===== config.mk =====
export PLATFORM = sky130hd
export DESIGN_NAME = alu_issue_stage_flat
export DESIGN_NICKNAME = d
export VERILOG_FILES = /design/src/rtl/alu_issue_stage_if.sv /design/src/rtl/alu_issue_stage.sv /design/src/flat_wrapper.sv
export SDC_FILE = /design/constraint.sdc
export NUM_CORES = 1
export LEC_CHECK = 0
export CAP_MARGIN = 20
export CORE_MARGIN = 2
export CORE_UTILIZATION = 30
export CTS_CLUSTER_SIZE = 24
export DETAILED_ROUTE_END_ITERATION = 8
export GPL_TIMING_DRIVEN = 0
export PLACE_DENSITY = 0.67
export SETUP_SLACK_MARGIN = 0.4
export SLEW_MARGIN = 20
export SYNTH_ARGS = -nofsm -noshare
export SYNTH_HDL_FRONTEND = slang
export SYNTH_SLANG_ARGS = --single-unit
export TNS_END_PERCENT = 1

===== constraint.sdc =====
create_clock -name clk -period 2.4 [get_ports clk]
set_input_delay 0.48 -clock clk [delete_from_list [all_inputs] [get_ports clk]]
set_output_delay 0.48 -clock clk [all_outputs]
set_load 0.03 [all_outputs]

===== src/rtl/alu_issue_stage_if.sv =====
// Issue-stage bus: upstream instruction/operand handshake plus the ALU command handshake.
// The slave modport is the issue stage itself; master is its environment.
interface alu_issue_stage_if #(
  parameter int unsigned XLEN = 32
);
  logic            in_valid;
  logic            in_ready;
  logic [31:0]     instr;
  logic [XLEN-1:0] pc;
  logic [XLEN-1:0] rs1_data;
  logic [XLEN-1:0] rs2_data;
  logic            out_valid;
  logic            out_ready;
  logic [3:0]      ALU_control;
  logic [XLEN-1:0] op1;
  logic [XLEN-1:0] op2;
  logic            out_illegal;

  modport slave (
    input  in_valid, instr, pc, rs1_data, rs2_data, out_ready,
    output in_ready, out_valid, ALU_control, op1, op2, out_illegal
  );

  modport master (
    output in_valid, instr, pc, rs1_data, rs2_data, out_ready,
    input  in_ready, out_valid, ALU_control, op1, op2, out_illegal
  );
endinterface


===== src/rtl/alu_issue_stage.sv =====
// RV32I decode/issue slice: decodes into an ALU command and registers it behind a
// valid/ready handshake with a one-entry skid register for full throughput.
module alu_issue_stage #(
  parameter int unsigned XLEN        = 32,
  parameter int unsigned LINK_OFFSET = 4
) (
  input  logic              clk,
  input  logic              rst_n,
  input  logic              flush,
  alu_issue_stage_if.slave  bus
);

  localparam logic [6:0] OpcOp    = 7'b0110011;
  localparam logic [6:0] OpcOpImm = 7'b0010011;
  localparam logic [6:0] OpcLoad  = 7'b0000011;
  localparam logic [6:0] OpcStore = 7'b0100011;
  localparam logic [6:0] OpcLui   = 7'b0110111;
  localparam logic [6:0] OpcAuipc = 7'b0010111;
  localparam logic [6:0] OpcJal   = 7'b1101111;
  localparam logic [6:0] OpcJalr  = 7'b1100111;

  localparam logic [3:0] AluAdd = 4'b0000;
  localparam logic [3:0] AluSub = 4'b0001;
  localparam logic [3:0] AluAnd = 4'b0010;
  localparam logic [3:0] AluOr  = 4'b0011;
  localparam logic [3:0] AluXor = 4'b0100;
  localparam logic [3:0] AluSll = 4'b0101;
  localparam logic [3:0] AluSrl = 4'b0111;

  typedef struct packed {
    logic [3:0]      ctrl;
    logic [XLEN-1:0] op1;
    logic [XLEN-1:0] op2;
    logic            illegal;
  } cmd_t;

  logic [6:0]      opcode;
  logic [2:0]      funct3;
  logic [6:0]      funct7;
  logic [XLEN-1:0] imm_i;
  logic [XLEN-1:0] imm_s;
  logic [XLEN-1:0] imm_u;
  logic [XLEN-1:0] shamt;
  logic            dec_legal;
  cmd_t            dec;

  assign opcode = bus.instr[6:0];
  assign funct3 = bus.instr[14:12];
  assign funct7 = bus.instr[31:25];
  assign imm_i  = {{(XLEN-12){bus.instr[31]}}, bus.instr[31:20]};
  assign imm_s  = {{(XLEN-12){bus.instr[31]}}, bus.instr[31:25], bus.instr[11:7]};
  assign imm_u  = {bus.instr[31:12], 12'b0};
  assign shamt  = {{(XLEN-5){1'b0}}, bus.instr[24:20]};

  // Register-specifier field is resolved upstream; only its read data arrives here.
  logic unused_rs1_field;
  assign unused_rs1_field = ^bus.instr[19:15];

  always_comb begin
    dec       = '0;
    dec_legal = 1'b1;
    unique case (opcode)
      OpcOp: begin
        dec.op1   = bus.rs1_data;
        dec.op2   = bus.rs2_data;
        dec_legal = (funct7 == 7'b0000000) || (funct3 == 3'b000 && funct7 == 7'b0100000);
        case (funct3)
          3'b000:  dec.ctrl = funct7[5] ? AluSub : AluAdd;
          3'b001:  dec.ctrl = AluSll;
          3'b101:  dec.ctrl = AluSrl;
          3'b111:  dec.ctrl = AluAnd;
          3'b110:  dec.ctrl = AluOr;
          3'b100:  dec.ctrl = AluXor;
          default: dec_legal = 1'b0;
        endcase
      end
      OpcOpImm: begin
        dec.op1 = bus.rs1_data;
        dec.op2 = imm_i;
        case (funct3)
          3'b000:  dec.ctrl = AluAdd;
          3'b111:  dec.ctrl = AluAnd;
          3'b110:  dec.ctrl = AluOr;
          3'b100:  dec.ctrl = AluXor;
          3'b001: begin
            dec.ctrl  = AluSll;
            dec.op2   = shamt;
            dec_legal = (funct7 == 7'b0000000);
          end
          3'b101: begin
            dec.ctrl  = AluSrl;
            dec.op2   = shamt;
            dec_legal = (funct7 == 7'b0000000);
          end
          default: dec_legal = 1'b0;
        endcase
      end
      OpcLoad: begin
        dec.op1 = bus.rs1_data;
        dec.op2 = imm_i;
      end
      OpcStore: begin
        dec.op1 = bus.rs1_data;
        dec.op2 = imm_s;
      end
      OpcLui:   dec.op2 = imm_u;
      OpcAuipc: begin
        dec.op1 = bus.pc;
        dec.op2 = imm_u;
      end
      OpcJal, OpcJalr: begin
        dec.op1 = bus.pc;
        dec.op2 = XLEN'(LINK_OFFSET);
      end
      default: dec_legal = 1'b0;
    endcase
    // Illegal commands carry no operands so the ALU sees a harmless ADD 0,0.
    if (!dec_legal) begin
      dec = '0;
    end
    dec.illegal = !dec_legal;
  end

  logic out_valid_q, out_valid_d;
  logic skid_valid_q, skid_valid_d;
  cmd_t out_cmd_q, out_cmd_d;
  cmd_t skid_cmd_q, skid_cmd_d;
  logic accept;

  assign accept = bus.in_valid && !skid_valid_q;

  always_comb begin
    out_valid_d  = out_valid_q;
    out_cmd_d    = out_cmd_q;
    skid_valid_d = skid_valid_q;
    skid_cmd_d   = skid_cmd_q;
    if (flush) begin
      out_valid_d  = 1'b0;
      skid_valid_d = 1'b0;
    end else if (!out_valid_q || bus.out_ready) begin
      // Skid entry is older than anything upstream; it always drains first.
      if (skid_valid_q) begin
        out_valid_d  = 1'b1;
        out_cmd_d    = skid_cmd_q;
        skid_valid_d = 1'b0;
      end else if (accept) begin
        out_valid_d = 1'b1;
        out_cmd_d   = dec;
      end else begin
        out_valid_d = 1'b0;
      end
    end else if (accept) begin
      skid_valid_d = 1'b1;
      skid_cmd_d   = dec;
    end
  end

  always_ff @(posedge clk) begin
    if (!rst_n) begin
      out_valid_q  <= 1'b0;
      out_cmd_q    <= '0;
      skid_valid_q <= 1'b0;
      skid_cmd_q   <= '0;
    end else begin
      out_valid_q  <= out_valid_d;
      out_cmd_q    <= out_cmd_d;
      skid_valid_q <= skid_valid_d;
      skid_cmd_q   <= skid_cmd_d;
    end
  end

  assign bus.in_ready    = !skid_valid_q;
  assign bus.out_valid   = out_valid_q;
  assign bus.ALU_control = out_cmd_q.ctrl;
  assign bus.op1         = out_cmd_q.op1;
  assign bus.op2         = out_cmd_q.op2;
  assign bus.out_illegal = out_cmd_q.illegal;

endmodule


===== src/flat_wrapper.sv =====
// flat-port wrapper written by rule: the top's interface ports become plain ports
module alu_issue_stage_flat 
#(
  parameter int unsigned XLEN        = 32,
  parameter int unsigned LINK_OFFSET = 4
)
  (clk, rst_n, flush, bus_in_valid, bus_instr, bus_pc, bus_rs1_data, bus_rs2_data, bus_out_ready, bus_in_ready, bus_out_valid, bus_ALU_control, bus_op1, bus_op2, bus_out_illegal);
  alu_issue_stage_if #(.XLEN(XLEN)) bus_i ();
  input  logic clk;
  input  logic rst_n;
  input  logic flush;
  input wire logic [$bits(bus_i.in_valid)-1:0] bus_in_valid;
  input wire logic [$bits(bus_i.instr)-1:0] bus_instr;
  input wire logic [$bits(bus_i.pc)-1:0] bus_pc;
  input wire logic [$bits(bus_i.rs1_data)-1:0] bus_rs1_data;
  input wire logic [$bits(bus_i.rs2_data)-1:0] bus_rs2_data;
  input wire logic [$bits(bus_i.out_ready)-1:0] bus_out_ready;
  output wire logic [$bits(bus_i.in_ready)-1:0] bus_in_ready;
  output wire logic [$bits(bus_i.out_valid)-1:0] bus_out_valid;
  output wire logic [$bits(bus_i.ALU_control)-1:0] bus_ALU_control;
  output wire logic [$bits(bus_i.op1)-1:0] bus_op1;
  output wire logic [$bits(bus_i.op2)-1:0] bus_op2;
  output wire logic [$bits(bus_i.out_illegal)-1:0] bus_out_illegal;
  assign bus_i.in_valid = bus_in_valid;
  assign bus_i.instr = bus_instr;
  assign bus_i.pc = bus_pc;
  assign bus_i.rs1_data = bus_rs1_data;
  assign bus_i.rs2_data = bus_rs2_data;
  assign bus_i.out_ready = bus_out_ready;
  assign bus_in_ready = bus_i.in_ready;
  assign bus_out_valid = bus_i.out_valid;
  assign bus_ALU_control = bus_i.ALU_control;
  assign bus_op1 = bus_i.op1;
  assign bus_op2 = bus_i.op2;
  assign bus_out_illegal = bus_i.out_illegal;
  alu_issue_stage #(.XLEN(XLEN), .LINK_OFFSET(LINK_OFFSET)) u_core (.clk(clk), .rst_n(rst_n), .flush(flush), .bus(bus_i));
endmodule

## Word level (Yosys, flattened, before mapping)

Cells that the tools add are included.

| storage, ports and cells | value |
|---|---|
| register bits after elaboration | 140 |
| input port bits | 133 |
| output and inout bits | 71 |

| operators by class | value |
|---|---|
| equality and inequality tests | 14 |
| multiplexer cells | 15 |
| bitwise operators | 3 |
| reduce and logical (&&, ||, !) cells | 22 |

Operators with widths:

| operator | count |
|---|---|
| $mux W69 | 3 |
| $pmux W32 S6 | 1 |
| $pmux W32 S2 | 1 |
| $mux W32 | 1 |
| $eq A7 B6 Y1 const B | 4 |
| $pmux W4 S6 | 1 |
| $pmux W3 S5 | 1 |
| $eq A7 B5 Y1 const B | 2 |
| $eq A7 B7 Y1 const B | 2 |
| $eq A3 B3 Y1 const B | 4 |
| $reduce_or A6 Y1 | 2 |
| $pmux W4 S2 | 1 |
| $reduce_or A2 Y1 | 4 |
| $reduce_or A4 Y1 | 2 |
| $eq A7 B2 Y1 const B | 1 |
| $logic_not A7 Y1 | 1 |
| $reduce_and A3 Y1 | 2 |
| $reduce_or A3 Y1 | 2 |
| $mux W1 | 4 |
| $eq A3 B1 Y1 const B | 1 |
| $logic_not A1 Y1 | 3 |
| $logic_not A3 Y1 | 1 |
| $not A1 Y1 | 3 |
| $pmux W1 S3 | 1 |
| other kinds (4) | 6 |

## Depth between registers and ports, before layout

Gate-level depths: netlist (run 1).

| depth | value |
|---|---|
| word-level depth | 8 |
| depth in mapped cells | 8 |
| gate-level depth less buffers | 5 |

## Worst setup path before layout (run 1)

OpenSTA, ideal clock, no wires.

| timing | value |
|---|---|
| path kind | input port to flip-flop |
| start point | input bus_instr[26] |
| end point | register u_core.skid_cmd_q[30] (netlist bit) |
| data arrival time | 2343 ps |
| setup slack | -13 ps |
| cell stages on the path | 7 |
| path buffers | 2 |
| cells stage by stage | or4_1 -> o41a_1 -> nor4_4 -> o211ai_2 -> buf_2 -> buf_6 -> o21ai_1 |

| between the ends | value |
|---|---|
| cells in the longest elaborated chain, start to end | 6 |
| elaborated cells between the ends (all ways) | 8 |
| classes of those cells | eq/ne (1); mux (4); reduce/logical (3) |

Ends and longest elaborated chain:

| element | line | source |
|---|---|---|
| start, declared | flat_wrapper.sv:13 | `input wire logic [$bits(bus_i.instr)-1:0] bus_instr;` |
| $eq A7 B6 Y1 | alu_issue_stage.sv:66 | `dec_legal = (funct7 == 7'b0000000) \|\| (funct3 == 3'b000 && funct7 == 7'b0100000);` |
| $logic_and A1 B1 Y1 | alu_issue_stage.sv:66 |  |
| $logic_or A1 B1 Y1 | alu_issue_stage.sv:66 |  |
| $mux W1 | alu_issue_stage.sv:67 | `case (funct3)` |
| $pmux W1 S3 (*) | alu_issue_stage.sv:62 | `unique case (opcode)` |
| $mux W69 (*) | alu_issue_stage.sv:118 | `if (!dec_legal) begin` |
| end signal, assigned | alu_issue_stage.sv:168 | `skid_cmd_q <= skid_cmd_d;` |
| end, declared | alu_issue_stage.sv:127 | `cmd_t skid_cmd_q, skid_cmd_d;` |

Mark *: on every way between the ends. The rest lies on a longest branch, timed or not.
A chain may end at the register's enable or synchronous reset.

## Worst setup path in the final report (run 1)

| timing | value |
|---|---|
| start point | input bus_instr[3] |
| end point | register u_core.out_cmd_q, in the netlist u_core.bus.op1[5] |

| between the ends | value |
|---|---|
| cells in the longest elaborated chain, start to end | 6 |
| elaborated cells between the ends (all ways) | 16 |
| classes of those cells | eq/ne (8); mux (5); reduce/logical (3) |

Ends and longest elaborated chain:

| element | line | source |
|---|---|---|
| $eq A7 B6 Y1, or another cell as far along | alu_issue_stage.sv:62 |  |
| $reduce_or A6 Y1 (no line), or another cell as far along | n/a |  |
| $pmux W1 S3 / $pmux W32 S2 (equally long branches) | alu_issue_stage.sv:62 |  |
| $mux W69 (*) | alu_issue_stage.sv:118 |  |
| $mux W69 (*) | alu_issue_stage.sv:146 | `end else if (accept) begin` |
| $mux W69 (*) | alu_issue_stage.sv:142 | `if (skid_valid_q) begin` |
| end signal, assigned | alu_issue_stage.sv:166 | `out_cmd_q <= out_cmd_d;` |
| end, declared | alu_issue_stage.sv:126 | `cmd_t out_cmd_q, out_cmd_d;` |

Mark *: on every way between the ends. The rest lies on a longest branch, timed or not. The select of a mux whose other input is x is not followed.

==> results of run 1 <==
## cells by family after synthesis
logic type / after synthesis
mux: 4
buf+inv: 77
other cells: 1
compound gates: 343
simple gates: 249
xor+xnor: 1
flops: 138
## final timing paths
kind / from / to / slack [ps]
worst min register to register: u_core.skid_cmd_q[33] / u_core.skid_cmd_q[33] / 450
worst max register to register: u_core.skid_valid_q / u_core.bus.op2[20] / 320
worst max-delay path: bus_instr[3] / u_core.bus.op1[5] / 250
worst min-delay path: bus_instr[25] / u_core.skid_cmd_q[26] / 390
## report_power, final
| part | total (mW) | internal, mW | switching, mW |
|---|---|---|---|
| Clock | 2.66 | 1.64 | 1.02 |
| Combinational | 0.577 | 0.292 | 0.285 |
| Sequential | 2.30 | 2.30 | 0.00300 |
## cell type report
cell class / count / area, sq um / area share (%)
inverter: 2 / 11.3 / 0.113
tap: 275 / 344 / 3.44
timing repair buffer: 217 / 2160 / 21.6
sequential: 138 / 2760 / 27.6
clock inverter: 10 / 114 / 1.14
buffer: 75 / 424 / 4.24
multi-input combinational: 599 / 3700 / 37.0
clock buffer: 22 / 484 / 4.84
## what timing repair did
action / CTS / global route
cloned: 4 / 0
setup endpoints to repair: 138 / 140
resized for setup: 104 / 46
buffers inserted: 13 / 1
pin swaps: 9 / 4
## tightest hold or removal path: stages
cell,delay [ps]
buf_6,90
a221oi_2,80
o21ai_1,130
## Yosys cell counts (4+ instances only)
| master | count |
|---|---|
| o21bai_1 | 32 |
| and3_1 | 4 |
| a21oi_1 | 67 |
| a21boi_0 | 32 |
| mux2i_1 | 4 |
| a21o_1 | 32 |
| o211ai_1 | 4 |
| a221oi_1 | 20 |
| buf_2 | 5 |
| a22oi_1 | 6 |
| o21ai_1 | 30 |
| dfxtp_1 | 138 |
| nor3_1 | 5 |
| nand3_1 | 35 |
| clkbuf_1 | 63 |
| nor2b_1 | 6 |
| o2bb2ai_1 | 34 |
| nand2_1 | 180 |
| o21ai_0 | 72 |
## state kept, by name, summed over array words and instances, names as in the netlist
name / cells
u_core.bus.op1: 32
u_core.bus.out_valid: 1
u_core.skid_cmd_q: 68
u_core.skid_valid_q: 1
u_core.bus.op2: 32
u_core.bus.out_illegal: 1
u_core.bus.ALU_control: 3
## through the flow
step / cells / setup TNS (ps) / setup WS [ps] / power, mW / instance area, sq um
2_1_floorplan: 813 / 0 / 9.94 / 2.53 / 6470
3_3_place_gp: 1288 / -138590 / -1400 / 2.87 / 8820
3_5_place_dp: 1288 / -116700 / -994 / 2.87 / 8830
4_1_cts: 1337 / 0 / 231 / 5.56 / 9810
5_1_grt: 1338 / 0 / 180 / 5.73 / 10000
6_report: 1338 / 0 / 246 / 5.54 / 10000
## layer usage
metal	vias to the layer above	share of wire, %
li1	3391	-
met1	3281	42
met2	297	46
met3	41	9.3
met4	2	2.2
met5	-	0.051
==> impl_metrics.ini, run 1 <==
[finish]
n_antenna_cell = 0
syn2layout_area_growth_pct = 54.6
net_count_final = 1183
final_layout_size_suffix_gt1_share_pct = 13.4
finish.utilization_pct = 47.4
final.fill_count = 2083
most_common_cell_after_layout_fill_and_taps_aside = clkdlybuf4s50_1
final_cell_mix = clkdlybuf4s50_1, nand2_1, dfxtp_1, o21ai_0, a21oi_1

[floorplan]
placement_rows = 53
design.die.area_sq_um = 22700
io_pins = 204
start_util_pct = 30.7
core_sq_um = 21100
dieWidth_um = 151
floorplan.die.height_um = 151

[detailed_routing]
drc = 0
avgViaCountPerCell = 5.24
detailedRoute.firstIterationViolations = 407
detail_route.wl_per_cell_um = 18.9
num_vias = 7012
drt-total-wl_um = 25300
pre_repair_dr_iteration_count = 5
drt.antenna.violating_nets = 0

[yosys]
async_reset_ff_share_pct = 0
synth-xor-area-share_pct = 0.135
synth-seq-cells = 138
synth.cell_area_sq_um = 6470
synth_area_leaders = dfxtp_1, nand2_1, o21ai_0
synth_sequential_area_ratio_pct = 42.7
synth_top_family_by_area = compound AO/OA/AOI/OAI gates
post_synth.cell_area_avg_sq_um = 7.95
synth_top_flop_cell = dfxtp_1
syn_nets = 946
synth_simple_gate_area_share_pct = 16.8
yosysWarnings = 0
synth_area_leader_cell = dfxtp_1
synth-edff-count = 0
synthMuxAreaShare_pct = 0.619
synth_top_area_share_pct = 42.7
number_of_standard_cells_after_synthesis = 813
synth.lib_cells_used.distinct = 49
synth_area_in_adders_pct = 0
compound_gate_portion_of_the_synthesized_area_pct = 34.7

[sta]
final_min_period_over_clock_period_pct = 89.7
setup_violations = 0
final.min_clock_period_ps = 2150
setup_repair_after_global_routing_missed_its_margin = true
slew_headroom_pct = 58.9
whs_ps = 391
tightestPinTransition_ps = 617
finalHoldViolCount = 0
fmax_mhz = 464
clock_skew_ps = 8.93
final-max-slew-violation-count = 0

[global_route]
first_global_vias = 6770
overflow = 0
global_route.usage.total_pct = 22.0
grt_antenna_before_repair = 2
grt_most_used_layer = met2
groute.layer.met3.usage_pct = 7.23
grt_first_pass_wirelength_um = 37900
global_route.usage.met1_pct = 27.7
grt_util_met2_pct = 35.7
grt_start_max_net_pins = 17

[setup_path]
timing.critical_path.fanout_max = 10
worst-path-buf-inv = 3
cp_top_family = compound AO/OA/AOI/OAI gates
worst_path_largest_cell_delay_ps = 470
worstPathRequired_ps = 2710
cp-end-kind = flop
worst-path-stages = 8
list_of_cells_traversed_by_the_critical_path = clkdlybuf4s50_1, and4bb_4, a22o_1, a31o_4, o41ai_4, buf_6, clkbuf_8, a21oi_1
worstPathArrival_ps = 2470
path_depth_of_the_worst_reg2reg_path = 8
cp_slowest_cell = clkdlybuf4s50_1
critPathKind = in2reg
worstSetupStartpointType = input port

[clocking]
clockBufferDepth = 2
ctsHtreeMaxLevel = 4
tritoncts.num_buffers = 17
clock_insertion_delay_worst_skew_ps = 430
clock_sink_count = 138
cts_root_buf = clkbuf_16
cts_tree = yes
ctsHoldBuffers = 0
clk_transition_reported_paths_ps = 60

[placement]
port_buffers = 200
gpl.final_weighted_congestion = 0.838
detailed_place_hpwl_um = 18400

[pwr]
powerDensity_nw_per_um2 = 554
power_leakage_nw = 3.99
vdd_drop_max_v = 0.000475

[min_path]
hold_depth = 3
timing.hold.worst.class = in2reg

[job]
drv_cap = 0

[outcome]
outcome = finished clean
Note: power is estimated with default switching activity, not from simulation.
==> inputs of run 2 (changes only) <==
--- a/config.mk
+++ b/config.mk
@@ -5,13 +5,12 @@
 export SDC_FILE = /design/constraint.sdc
 export NUM_CORES = 1
 export LEC_CHECK = 0
-export CAP_MARGIN = 20
 export CORE_MARGIN = 2
 export CORE_UTILIZATION = 30
 export CTS_CLUSTER_SIZE = 24
 export DETAILED_ROUTE_END_ITERATION = 8
 export GPL_TIMING_DRIVEN = 0
-export PLACE_DENSITY = 0.67
+export PLACE_DENSITY = 0.65
 export SETUP_SLACK_MARGIN = 0.4
 export SLEW_MARGIN = 20
 export SYNTH_ARGS = -nofsm -noshare
==> constraint.sdc (replaced) <==
create_clock -name clk -period 2.5 [get_ports clk]
set_input_delay 0.5 -clock clk [delete_from_list [all_inputs] [get_ports clk]]
set_output_delay 0.5 -clock clk [all_outputs]
set_load 0.03 [all_outputs]
==> impl_metrics.ini, run 2 (same netlist as run 1, synthesis figures left out) <==
[setup_path]
worstSetupStartpointType = input port
cp-end-kind = flop
path_depth_of_the_worst_reg2reg_path = 8
worstPathRequired_ps = 2860
r2r-end = u_core.bus.op2[2]
timing.critical_path.fanout_max = 7
critPathKind = in2reg
worstPathArrival_ps = 2520
regToRegStartpoint = u_core.skid_valid_q
setup.worst_path.end = u_core.bus.op2[1]
rrSetupSlack_ps = 450
worst_setup_path_startpoint = bus_instr[26]

[finish]
n_antenna_cell = 0
syn2layout_area_growth_pct = 57.9
final_cell_mix = clkdlybuf4s50_1, nand2_1, dfxtp_1, o21ai_0, a21oi_1
final_layout_size_suffix_gt1_share_pct = 15.3
final.fill_count = 2079
net_count_final = 1188
regMostFlops = u_core.skid_cmd_q
sequential_cell_area_sq_um = 2760
largest_register_ff_count = 68
non_filler_cells_in_the_finished_layout = 1343
most_common_cell_after_layout_fill_and_taps_aside = clkdlybuf4s50_1
multi_input_comb_area_sq_um = 3820

[global_route]
grt_first_pass_wirelength_um = 38100
overflow = 0
global_route.usage.total_pct = 22.0
groute.layer.met3.usage_pct = 6.30
first_global_vias = 6819
grt_util_met2_pct = 34.9
grt_start_max_net_pins = 17
grt_antenna_before_repair = 0
global_route.usage.met1_pct = 29.0
grt_most_used_layer = met2

[clocking]
ctsHtreeMaxLevel = 4
clk_transition_reported_paths_ps = 60
clock_insertion_delay_worst_skew_ps = 430
tritoncts.num_buffers = 17
cts_root_buf = clkbuf_16
ctsHoldBuffers = 0
clockBufferDepth = 2
clock_sink_count = 138
cts_tree = yes

[sta]
final-max-slew-violation-count = 0
fmax_mhz = 464
setup_violations = 0
finalHoldViolCount = 0
final_min_period_over_clock_period_pct = 86.2
final.min_clock_period_ps = 2150
clock_skew_ps = 7.18
slew_headroom_pct = 42.4
tightestPinTransition_ps = 863
setup_repair_after_global_routing_missed_its_margin = true
layout_setup_ws_ps = 346

[floorplan]
start_util_pct = 30.7
floorplan.die.height_um = 151
design.die.area_sq_um = 22700
core_sq_um = 21100
io_pins = 204
dieWidth_um = 151
placement_rows = 53

[pwr]
power_leakage_nw = 4.09
powerDensity_nw_per_um2 = 539
vdd_drop_max_v = 0.000470

[detailed_routing]
detail_route.wl_per_cell_um = 18.8
drc = 0
avgViaCountPerCell = 5.20
drt-total-wl_um = 25300
detailedRoute.firstIterationViolations = 370
drt.antenna.violating_nets = 0
pre_repair_dr_iteration_count = 6
num_vias = 6986

[placement]
gpl.final_weighted_congestion = 0.823
dp_cells = 1288
detailed_place_hpwl_um = 18300
pre_cts_ws_ps = -1250
port_buffers = 200

[job]
drv_cap = 0

[min_path]
timing.hold.worst.class = in2reg

[outcome]
outcome = finished clean
## run 2: timing repair
item,in CTS,in global routing
setup endpoints to repair,137,136
resized for setup,100,95
pin swaps,8,11
gates cloned,5,0
buffers inserted,10,8
## run 2: layer usage
metal | vias up | part of all wire, %
met5 | - | 0
met3 | 28 | 8.2
met1 | 3305 | 44
met4 | 0 | 2.2
li1 | 3406 | -
met2 | 247 | 46
## run 2: worst max-delay path: stages
cell and delay [ps]:
buf_6 110, or4_4 540, o41a_1 360, nor4_4 150, buf_6 180, o2111ai_4 260
buf_6 270, o2bb2ai_2 130
## run 2: worst min path at each step
stage	from	end	slack (ps)	cells after the start
final	bus_instr[26]	u_core.skid_cmd_q[27]	380	3
after detailed placement	u_core.skid_cmd_q[55]	u_core.skid_cmd_q[55]	440	2
after global routing	bus_instr[26]	u_core.skid_cmd_q[27]	390	3
after global placement	u_core.skid_cmd_q[59]	u_core.skid_cmd_q[59]	430	2
after CTS	bus_instr[26]	u_core.skid_cmd_q[27]	410	3
after floorplan	u_core.skid_cmd_q[67]	u_core.skid_cmd_q[67]	420	2
## run 2: cell type report
| class | instances | area share (%) |
|---|---|---|
| clock buffers | 18 | 4.30 |
| inverters | 2 | 0.110 |
| well taps | 275 | 3.37 |
| repair buffers | 222 | 21.5 |
| clock inverters | 14 | 1.94 |
| flip-flops and latches | 138 | 27.1 |
| multi-input cells | 599 | 37.5 |
| plain buffers | 75 | 4.25 |
## run 2: metrics by stage
stage               setup TNS [ps]  hold WS (ps)  cell area, sq um  power, mW  utilization, %
global route                     0           386             10200       5.67            48.4
detailed placement         -116850           437              8820       2.76            41.8
global placement           -132130           428              8820       2.76            41.8
finish                           0           377             10200       5.50            48.4
floorplan                        0           417              6470       2.43               -
CTS                              0           411              9820       5.50            46.6
## run 2: power by group
group	internal (mW)	leakage [nW]	switching, mW
clock network	1.70	0.294	1.03
logic	0.284	2.68	0.278
registers	2.20	1.11	0.00288
==> inputs of run 3 (changes only) <==
--- a/config.mk
+++ b/config.mk
@@ -11,7 +11,7 @@
 export DETAILED_ROUTE_END_ITERATION = 8
 export GPL_TIMING_DRIVEN = 0
 export PLACE_DENSITY = 0.65
-export SETUP_SLACK_MARGIN = 0.4
+export SETUP_SLACK_MARGIN = 0.2
 export SLEW_MARGIN = 20
 export SYNTH_ARGS = -nofsm -noshare
 export SYNTH_HDL_FRONTEND = slang
==> constraint.sdc (replaced) <==
create_clock -name clk -period 2.2 [get_ports clk]
set_input_delay 0.44 -clock clk [delete_from_list [all_inputs] [get_ports clk]]
set_output_delay 0.44 -clock clk [all_outputs]
set_load 0.03 [all_outputs]
==> impl_metrics.ini, run 3 (same netlist as run 1, synthesis figures left out) <==
[outcome]
outcome = finished clean

[finish]
largest_register_ff_count = 68
final_layout_size_suffix_gt1_share_pct = 21.4
most_common_cell_after_layout_fill_and_taps_aside = clkdlybuf4s50_1
finalInstanceArea_sq_um = 10500
syn2layout_area_growth_pct = 62.8
n_antenna_cell = 0
regMostFlops = u_core.skid_cmd_q
final_cell_mix = clkdlybuf4s50_1, nand2_1, dfxtp_1, o21ai_0, o21ai_1
net_count_final = 1190

[floorplan]
dieWidth_um = 151
start_util_pct = 30.7
design.die.area_sq_um = 22700
io_pins = 204
core_sq_um = 21100
floorplan.die.height_um = 151
placement_rows = 53

[setup_path]
cp-end-kind = flop
rrSetupSlack_ps = 230
path_depth_of_the_worst_reg2reg_path = 8
r2r-end = u_core.bus.op1[13]
worstPathRequired_ps = 2510
regToRegStartpoint = u_core.skid_valid_q
critPathKind = in2reg
timing.critical_path.fanout_max = 10
cp_slowest_cell = dlygate4sd2_1
worstSetupStartpointType = input port
list_of_cells_traversed_by_the_critical_path = dlygate4sd2_1, and4b_2, a22o_1, a31o_4, o41ai_4, buf_6, clkbuf_16, a21oi_2
worstPathArrival_ps = 2460
worst_path_largest_cell_delay_ps = 410

[pwr]
powerDensity_nw_per_um2 = 595
power_leakage_nw = 4.15
vdd_drop_max_v = 0.000546

[global_route]
grt_antenna_before_repair = 0
global_route.usage.total_pct = 22.4
grt_first_pass_wirelength_um = 38800
first_global_vias = 6981
grt_start_max_net_pins = 17
overflow = 0

[detailed_routing]
drt.antenna.violating_nets = 0
avgViaCountPerCell = 5.23
pre_repair_dr_iteration_count = 4
drc = 0
detailedRoute.firstIterationViolations = 355
num_vias = 7031
drt-total-wl_um = 25600
detail_route.wl_per_cell_um = 19.0

[sta]
final.min_clock_period_ps = 2160
fmax_mhz = 464
final-max-slew-violation-count = 0
finalHoldViolCount = 0
slew_headroom_pct = 41.7
tightestPinTransition_ps = 874
setup_violations = 0
whs_ps = 391
setup_repair_after_global_routing_missed_its_margin = true
clock_skew_ps = 5.96
final_min_period_over_clock_period_pct = 98.0

[job]
drv_cap = 0

[placement]
port_buffers = 200
gpl.final_weighted_congestion = 0.823
detailed_place_hpwl_um = 18300
detailed_place.area_sq_um = 8820

[clocking]
clk_transition_reported_paths_ps = 60
clock_insertion_delay_worst_skew_ps = 430
tritoncts.num_buffers = 17
clock_sink_count = 138
clockBufferDepth = 2
ctsHoldBuffers = 0
cts_root_buf = clkbuf_16
cts_tree = yes
ctsHtreeMaxLevel = 4

[min_path]
hold_depth = 3
worst_hold_path.endpoint = u_core.skid_cmd_q[27]
hp-start = bus_instr[26]
timing.hold.worst.class = in2reg
-- run 3: area by class of cell --
cell class / count / area [sq um]
clock buffer: 18 / 439
tap: 275 / 344
clock inverter: 14 / 198
inverter: 2 / 11.3
multi-input combinational: 599 / 4020
sequential: 138 / 2760
timing repair buffer: 224 / 2220
buffer: 75 / 533
fill: 2045 / 10600
-- run 3: critical path: cells and delay by family --
family	cells	cell delay (ps)
AOI/OAI and AO/OA	4	910
buffers and inverters	3	770
and+or+nand+nor	1	320
-- run 3: worst max-delay path by stage --
stage	from	to	slack, ps	cells past startpoint
final	bus_instr[4]	u_core.bus.op1[13]	40	8
after detailed placement	bus_instr[4]	u_core.bus.op1[26]	-1490	8
after global placement	bus_instr[4]	u_core.bus.op1[23]	-1460	8
after global routing	bus_instr[12]	u_core.bus.op2[16]	50	7
after CTS	bus_instr[25]	u_core.bus.op2[2]	-40	8
after floorplan	bus_instr[26]	u_core.skid_cmd_q[30]	-150	7
-- run 3: stage by stage --
| stage | setup WS (ps) | TNS [ps] | util [%] | power [mW] | instances |
|---|---|---|---|---|---|
| 3_3_place_gp | -1460 | -165010 | 41.8 | 3.13 | 1288 |
| 5_1_grt | 54.7 | 0 | 49.9 | 6.47 | 1345 |
| 3_5_place_dp | -1490 | -149730 | 41.8 | 3.13 | 1288 |
| 4_1_cts | -37.5 | -74.0 | 48.9 | 6.29 | 1335 |
| 6_report | 44.8 | 0 | 49.9 | 6.27 | 1345 |
| 2_1_floorplan | -150 | -14560 | - | 2.76 | 813 |
-- run 3: routing by layer --
metal | up-vias | wire (um) | global-route usage (%)
met1 | 3333 | 11200 | 29.1
met4 | 0 | 532 | 7.90
met2 | 251 | 11600 | 35.7
met5 | - | 0 | 0
li1 | 3418 | - | -
met3 | 29 | 2240 | 6.36
-- run 3: report_power, final --
part | internal [mW] | switching (mW) | leakage (nW) | total [mW]
Sequential | 2.50 | 0.00339 | 1.11 | 2.51
Clock | 1.93 | 1.17 | 0.294 | 3.10
Combinational | 0.336 | 0.323 | 2.74 | 0.659
Total | 4.77 | 1.50 | 4.15 | 6.27
-- run 3: timing repair --
action / CTS / global route
pin swaps: 64 / 11
endpoints found under the setup margin: 137 / 137
buffers inserted: 10 / 10
cloned: 5 / 0
resized for setup: 286 / 29
==> RTL change: new RTL, flow settings as in run 3 <==
Make the reset (`rst_n`) asynchronous in one clocked block.
--- a/src/rtl/alu_issue_stage.sv
+++ b/src/rtl/alu_issue_stage.sv
@@ -155,7 +155,7 @@
     end
   end
 
-  always_ff @(posedge clk) begin
+  always_ff @(posedge clk or negedge rst_n) begin
     if (!rst_n) begin
       out_valid_q  <= 1'b0;
       out_cmd_q    <= '0;
Check against the original RTL: differs if rst_n is asserted again (counterexample within 4 cycles, from zero or initial values and one cycle with rst_n low); with rst_n held inactive, the same outputs for 4 cycles.
==> RTL change against run 3 <==
  * Area after synthesis increased by 11%
  * Wire length is 9.2% higher
  * Largest cell class unchanged
  * Fmax is 3.9% higher
  * Sequential cell count did not move
  * Synthesized cell count shrank 8.0%
  * Setup slack gained 0.080 ns
  * Highest routed layer is now met5
  * Cell area rose by 4.3%
Power is not compared: it rests on default switching activity, and its combinational part moved more than twofold at a synthesized area within 25%.
==> RTL change: results <==
metrics = {
    "run_status": {
        "status": "complete, no violations",
    },
    "placement": {
        "placed_area_sq_um": 9600,
        "port_buffers": 201,
        "hpwl_um": 19900,
        "place_congestion": 0.857,
    },
    "drt": {
        "drtIter0Drc": 625,
        "drt_wl_total_um": 28000,
        "vias": 7390,
        "drtPass1Iterations": 5,
    },
    "sta": {
        "tightest_slew_ns": 0.592,
        "finClkSkew_ns": 0.00548,
    },
    "yosys": {
        "synth_cell_types": 43,
        "synth-main-ff-cell": "dfrtp_1",
        "synth_nets": 881,
        "async_reset_ff_share_pct": 100,
        "ys_top_cells_by_count": "dfrtp_1 (138), a21oi_1 (102), nor2_1 (66)",
        "synthTopCellsByArea": "dfrtp_1 (48%), a21oi_1 (7.1%), o31ai_1 (6.6%)",
        "yosysSeqAreaShare_pct": 48.3,
    },
    "critical_path": {
        "path_max_fanout": 10,
        "r2r_cells": 7,
        "worstPathArrival_ns": 2.38,
        "crit_start": "bus_instr[2]",
        "rr_startpoint": "u_core.skid_valid_q$_DFFE_PN0P_",
    },
    "grt": {
        "grt_first_pass_wirelength_um": 43400,
        "grt_max_degree": 94,
        "grt_pass1_vias": 7453,
        "grt_usage_pct": 22.5,
        "antenna_found_initial": 1,
    },
    "finish": {
        "antenna_cells": 0,
        "fin_nets": 1105,
        "final_layout_size_suffix_gt1_share_pct": 20.5,
    },
    "min_path": {
        "hp-start": "u_core.skid_cmd_q[1]$_DFFE_PN0P_",
        "hold_class": "reg -> reg",
        "whs_path_depth": 2,
    },
}
-- RTL change: changes by cell type after synthesis, sizes merged, moves of 34 or more --
cell and change:
and3 +36, o21ai -98, dfrtp +138, a21oi +36, nand2 -138, dfxtp -138
nor2 +64, o31ai +66, o2bb2ai -34
-- RTL change: power by group through the flow --
stage               clock network, mW  logic, mW  registers, mW
floorplan                           0      0.456           3.11
CTS                              2.93       1.39           2.93
finish                           2.91       1.40           2.93
global route                     3.05       1.51           2.96
global placement                    0       1.27           2.96
detailed placement                  0       1.29           2.97
-- RTL change: path summary, 6_finish.rpt --
| kind | endpoint | slack [ns] |
|---|---|---|
| worst max-delay path | u_core.skid_cmd_q[25]$_DFFE_PN0P_ | 0.12 |
| worst min-delay path | u_core.skid_cmd_q[1]$_DFFE_PN0P_ | 0.47 |
| worst max register to register | u_core.bus.op1[4]$_DFFE_PN0P_ | 0.25 |
| worst min register to register | u_core.skid_cmd_q[1]$_DFFE_PN0P_ | 0.47 |
| max in group asynchronous | u_core.bus.op2[9]$_DFFE_PN0P_ | 0.90 |
| min in group asynchronous | u_core.skid_cmd_q[60]$_DFFE_PN0P_ | 0.51 |
-- RTL change: through the flow --
step	setup WS, ns	setup TNS (ns)	cells
after floorplan	0.0976	0	748
final	0.125	0	1304
after global routing	0.0921	0	1304
after detailed placement	-1.09	-105.95	1269
after CTS	0.169	0	1303
after global placement	-5.14	-809.92	1268
-- RTL change: cells by family (layout without fill, tap and decap cells) --
kind of cell | Yosys count | after routing | synth area share, %
compound gates | 312 | 312 | 32.1
buf+inv | 92 | 329 | 5.61
simple gates | 199 | 199 | 13.1
flops | 138 | 138 | 48.3
mux | 6 | 6 | 0.857
other cells | 1 | 1 | 0.0524
-- RTL change: layout make-up --
class / instances / area (sq um)
fillers: 2236 / 12500
clock inverters: 14 / 153
plain buffers: 87 / 611
repair buffers: 205 / 2040
inverters: 5 / 18.8
multi-input cells: 518 / 3870
clock buffers: 18 / 439
flip-flops and latches: 138 / 3450
well taps: 319 / 399
-- RTL change: worst max-delay path: stages --
cell             delay (ns)
clkdlybuf4s50_1        0.55
inv_2                  0.09
and2_4                 0.17
clkbuf_16              0.15
and3_4                 0.18
buf_8                  0.15
buf_12                 0.16
a221oi_4               0.36
o31ai_1                0.12
-- RTL change: layer usage --
layer | share of wire, % | GRT usage [%] | up-vias
li1 | - | - | 3359
met1 | 43 | 30.7 | 3668
met2 | 47 | 35.4 | 308
met3 | 6.4 | 4.74 | 53
met4 | 3.0 | 8.49 | 2
met5 | 0.046 | 0 | -
-- RTL change: what timing repair did --
action | CTS | global route
hold buffers | 1 | 0
gates resized for setup | 216 | 15
pin swaps | 17 | 1
hold endpoints to repair | 45 | 0
endpoints found under the setup margin | 137 | 135
buffers inserted | 1 | 1
